File: src/rtl/switch_box_connector_cfg.sv
// switch_box_connector_cfg: joins two unequal routing channels through a serially configured crossbar
module switch_box_connector_cfg #(
    parameter int W0      = 5,
    parameter int W1      = 7,
    parameter bit REG_OUT = 1'b1
) (
    input  logic          clk,
    input  logic          rst_n,
    input  logic          cfg_en,
    input  logic          cfg_in,
    input  logic          cfg_commit,
    output logic          cfg_out,
    input  logic [W0-1:0] data0_in,
    output logic [W0-1:0] data0_out,
    input  logic [W1-1:0] data1_in,
    output logic [W1-1:0] data1_out
);
    localparam int S0 = (W0 > 1) ? $clog2(W0) : 1;
    localparam int S1 = (W1 > 1) ? $clog2(W1) : 1;
    localparam int F0 = S0 + 1;
    localparam int F1 = S1 + 1;
    localparam int L  = W0 * F1 + W1 * F0;

    function automatic logic [L-1:0] modulo_map();
        logic [L-1:0] m;
        m = '0;
        for (int i = 0; i < W0; i++) m[i*F1 +: F1] = {1'b1, S1'(i % W1)};
        for (int j = 0; j < W1; j++) m[W0*F1 + j*F0 +: F0] = {1'b1, S0'(j % W0)};
        return m;
    endfunction

    localparam logic [L-1:0] DEFAULT_MAP = modulo_map();

    logic [L-1:0]  sh;
    logic [L-1:0]  ac;
    logic [W0-1:0] v0;
    logic [W1-1:0] v1;

    assign cfg_out = sh[L-1];

    // Shadow chain shifts freely; active map only changes on commit, taking the pre-shift shadow
    always_ff @(posedge clk) begin
        if (!rst_n) begin
            sh <= DEFAULT_MAP;
            ac <= DEFAULT_MAP;
        end else begin
            if (cfg_en) sh <= {sh[L-2:0], cfg_in};
            if (cfg_commit) ac <= sh;
        end
    end

    // Route each output from its selected opposite-side track; disabled or out-of-range selects read 0
    always_comb begin
        v0 = '0;
        v1 = '0;
        for (int i = 0; i < W0; i++)
            for (int k = 0; k < W1; k++)
                v0[i] = (ac[i*F1 +: S1] == S1'(k)) ? (ac[i*F1 + S1] & data1_in[k]) : v0[i];
        for (int j = 0; j < W1; j++)
            for (int k = 0; k < W0; k++)
                v1[j] = (ac[W0*F1 + j*F0 +: S0] == S0'(k)) ? (ac[W0*F1 + j*F0 + S0] & data0_in[k]) : v1[j];
    end

    generate
        if (REG_OUT) begin : g_reg
            // Register the routed values; cleared while in reset
            always_ff @(posedge clk) begin
                if (!rst_n) begin
                    data0_out <= '0;
                    data1_out <= '0;
                end else begin
                    data0_out <= v0;
                    data1_out <= v1;
                end
            end
        end else begin : g_comb
            assign data0_out = v0;
            assign data1_out = v1;
        end
    endgenerate
endmodule
File: config.mk
export PLATFORM = sky130hd
export DESIGN_NAME = switch_box_connector_cfg
export DESIGN_NICKNAME = d
export VERILOG_FILES = /design/src/rtl/switch_box_connector_cfg.sv
export SDC_FILE = /design/constraint.sdc
export NUM_CORES = 1
export LEC_CHECK = 0
export CORE_ASPECT_RATIO = 0.6
export CORE_MARGIN = 2
export CORE_UTILIZATION = 55
export CTS_CLUSTER_DIAMETER = 40
export CTS_CLUSTER_SIZE = 10
export DETAILED_ROUTE_END_ITERATION = 8
export PLACE_DENSITY_LB_ADDON = 0.08
export SLEW_MARGIN = 20
export SYNTH_ARGS = -nofsm -noshare
export SYNTH_HDL_FRONTEND = slang
export SYNTH_SLANG_ARGS = --single-unit
File: constraint.sdc
create_clock -name clk -period 1.57 [get_ports clk]
set_clock_uncertainty 0.2 [all_clocks]
set_input_delay 0.2355 -clock clk [delete_from_list [all_inputs] [get_ports clk]]
set_output_delay 0.2355 -clock clk [all_outputs]
set_load 0.05 [all_outputs]
==> flow_summary.toml <==
[worst_setup_path]
criticalPathCategory = "in -> reg"
reg2reg_to = "data0_out[3]$_SDFF_PN0_"
r2r_slack_ns = 0.08
cp-start-kind = "input port"
critPathArrivalTime_ns = 1.62
critPathMaxFanout = 7
worst_ep_required_time_ns = 1.66
endpoint_kind = "flop"
r2r_start = "ac[13]$_SDFFE_PN1P_"
crit_end = "data1_out[1]$_SDFF_PN0_"
reg2reg_depth = 2
critPathLaunch = "data0_in[2]"

[finish]
most-common-layout-cells = "mux2i_1, dfxtp_1, nand2_1, nor2b_1, buf_12"
syn_to_final_growth_pct = 19.5
fin_area_um2 = 5290
antenna_cells = 0
drive_above_1_share = 0.112
seq_area_um2 = 2160
utilization = 0.674
fin_nets = 449
final_common_cell = "mux2i_1"
nFillCells = 627
instances_no_fill = 545
multiInputGateArea_um2 = 2140

[logic_synthesis]
synth-xor-area-share = 0
synthAdderAreaFrac = 0
ys_ff_latch = 108
avgSynthCellArea_um2 = 11.0
syn_area_um2 = 4430
syn_nets = 419
synth_compound_area_frac = 0.0398
seq_area_frac_synth = 0.488
synth_warnings = 0
synth_cell_types = 20
synth_top_family_by_area = "multiplexers"
muxShareOfSynthArea = 0.285
synthCells = 402
synthSimpleGateAreaFrac = 0.158

[placement]
placed_cells = 529
gp_congestion = 0.735
hpwl_mm = 5.85
place_area_um2 = 5010
io_buffers = 29

[sta]
slew_viol_final = 0
fin_crit_sh = 0.973
hold_ws_ns = 0.164
fin_crit_ns = 1.53
hold_viol = 0
max_freq_mhz = 655
setup_violations = 0
max-slew-margin-rel = 0.712
tightest_slew_ns = 0.425
rsz0062_at_grt = "false"

[floorplanning]
core-area_um2 = 7850
io_pins = 30
start_util = 0.564
die_y_um = 73.5
die_area_um2 = 8810
die_w_um = 120
row_count = 25

[global_route]
grt-ovfl-total = 0
grt_max_degree = 109
grt_pass1_wl_mm = 14.2
antenna_found_initial = 0
grt.total_usage = 0.210
first_global_vias = 2746

[outcome]
status = "completed"

[clock_network]
clockRootBuffer = "clkbuf_16"
clock_sink_count = 108
cts_tree = "yes"
cts_max_path_buffers = 2
htree_num_levels = 3
insertion_delay_ns = 0.34
clkSlewWorstSetupHoldPaths_ns = 0.07
post_cts.repair.setup_buffers = 0
cts_resized = 0
numCtsBuffers = 9
ctsHoldBuffers = 0

[power]
combPwrFrac = 0.128
clkPwrFrac = 0.357
p_switching_mw = 1.45
ir_drop_mv = 0.835
seqPwrFrac = 0.515
switching_share = 0.245
internal-power_mw = 4.46
p_leak_nw = 2.20
power_mw = 5.91
p_per_area_nw_per_um2 = 1120

[routing]
detail-route-antenna-nets = 0
firstDrtPassIters = 5
drt_iter0_markers = 283
drcViolationCount = 0
avgRoutedWirePerCell_um = 16.0
drt-total-wl_mm = 8.72
vias = 2912
routed_via_density = 5.34

[min_path]
hp-class = "in -> reg"
hold_depth = 3

[job]
maxCapViolCount = 0
-- cell families (layout without fill, tap and decap cells) --
logic type             Yosys count  after routing
and+or+nand+nor                129            129
muxes                          120            120
DFF                            108            108
buffers and inverters           24             59
AOI/OAI and AO/OA               21             21
-- per-layer routing --
| layer | GRT usage | vias to the layer above | share of wire |
|---|---|---|---|
| li1 | - | 1472 | - |
| met1 | 0.313 | 1393 | 0.54 |
| met2 | 0.297 | 39 | 0.42 |
| met3 | 0.0590 | 8 | 0.040 |
| met4 | 0.0562 | 0 | 0.0078 |
| met5 | 0 | - | 0 |
-- stage by stage --
step	setup WS, ns	TNS (ns)
6_report	0.0427	0
5_1_grt	0.0287	0
4_1_cts	0.0741	0
3_5_place_dp	-0.237	-1.91
3_3_place_gp	-0.179	-1.45
2_1_floorplan	0.177	0
-- worst min-delay path by stage --
| stage | slack, ns | start | endpoint |
|---|---|---|---|
| after floorplan | 0.20 | cfg_in | sh[0]$_SDFFE_PN0P_ |
| after global placement | 0.26 | ac[3]$_SDFFE_PN1P_ | data0_out[0]$_SDFF_PN0_ |
| after detailed placement | 0.26 | ac[3]$_SDFFE_PN1P_ | ac[3]$_SDFFE_PN1P_ |
| after CTS | 0.16 | rst_n | ac[33]$_SDFFE_PN1P_ |
| after global routing | 0.18 | rst_n | ac[47]$_SDFFE_PN1P_ |
| final | 0.16 | rst_n | ac[35]$_SDFFE_PN1P_ |
-- critical path, cell delays in order --
cell and delay [ns]:
clkdlybuf4s50_1 0.63, mux2i_1 0.16, nor4b_1 0.41, o21a_1 0.18
-- cells in the mapped netlist --
master	n	area, µm²
mux4_2	5	113
nand4b_1	4	35.0
buf_4	7	52.6
o22ai_1	4	25.0
nand2b_1	2	12.5
o311a_1	1	10.0
nand2_1	51	191
nor4b_1	4	35.0
dfxtp_1	108	2160
clkbuf_1	10	37.5
nor2b_1	50	313
nor3b_1	1	7.51
o211ai_1	5	37.5
mux2i_1	115	1150
o2111a_1	5	56.3
o21a_1	4	30.0
nand3b_1	9	67.6
nor3_1	8	40.0
o31a_1	2	17.5
buf_2	7	35.0
-- power by group through the flow --
stage	logic, mW	registers, mW	clock network [mW]
floorplan	0.403	3.14	0
global placement	0.739	3.10	0
detailed placement	0.759	3.11	0
CTS	0.763	3.04	2.15
global route	0.814	3.06	2.26
finish	0.758	3.05	2.11
-- flip-flops by register name, summed over array words and instances, names as in the netlist --
register / count
sh: 48
data1_out: 7
data0_out: 5
ac: 48
-- final cells by class --
class | instances | share of cell area
flip-flops and latches | 108 | 0.408
multi-input cells | 270 | 0.405
repair buffers | 43 | 0.108
clock buffers | 13 | 0.0492
well taps | 108 | 0.0255
clock inverters | 3 | 0.00402
(Power assumes the default switching activity.)
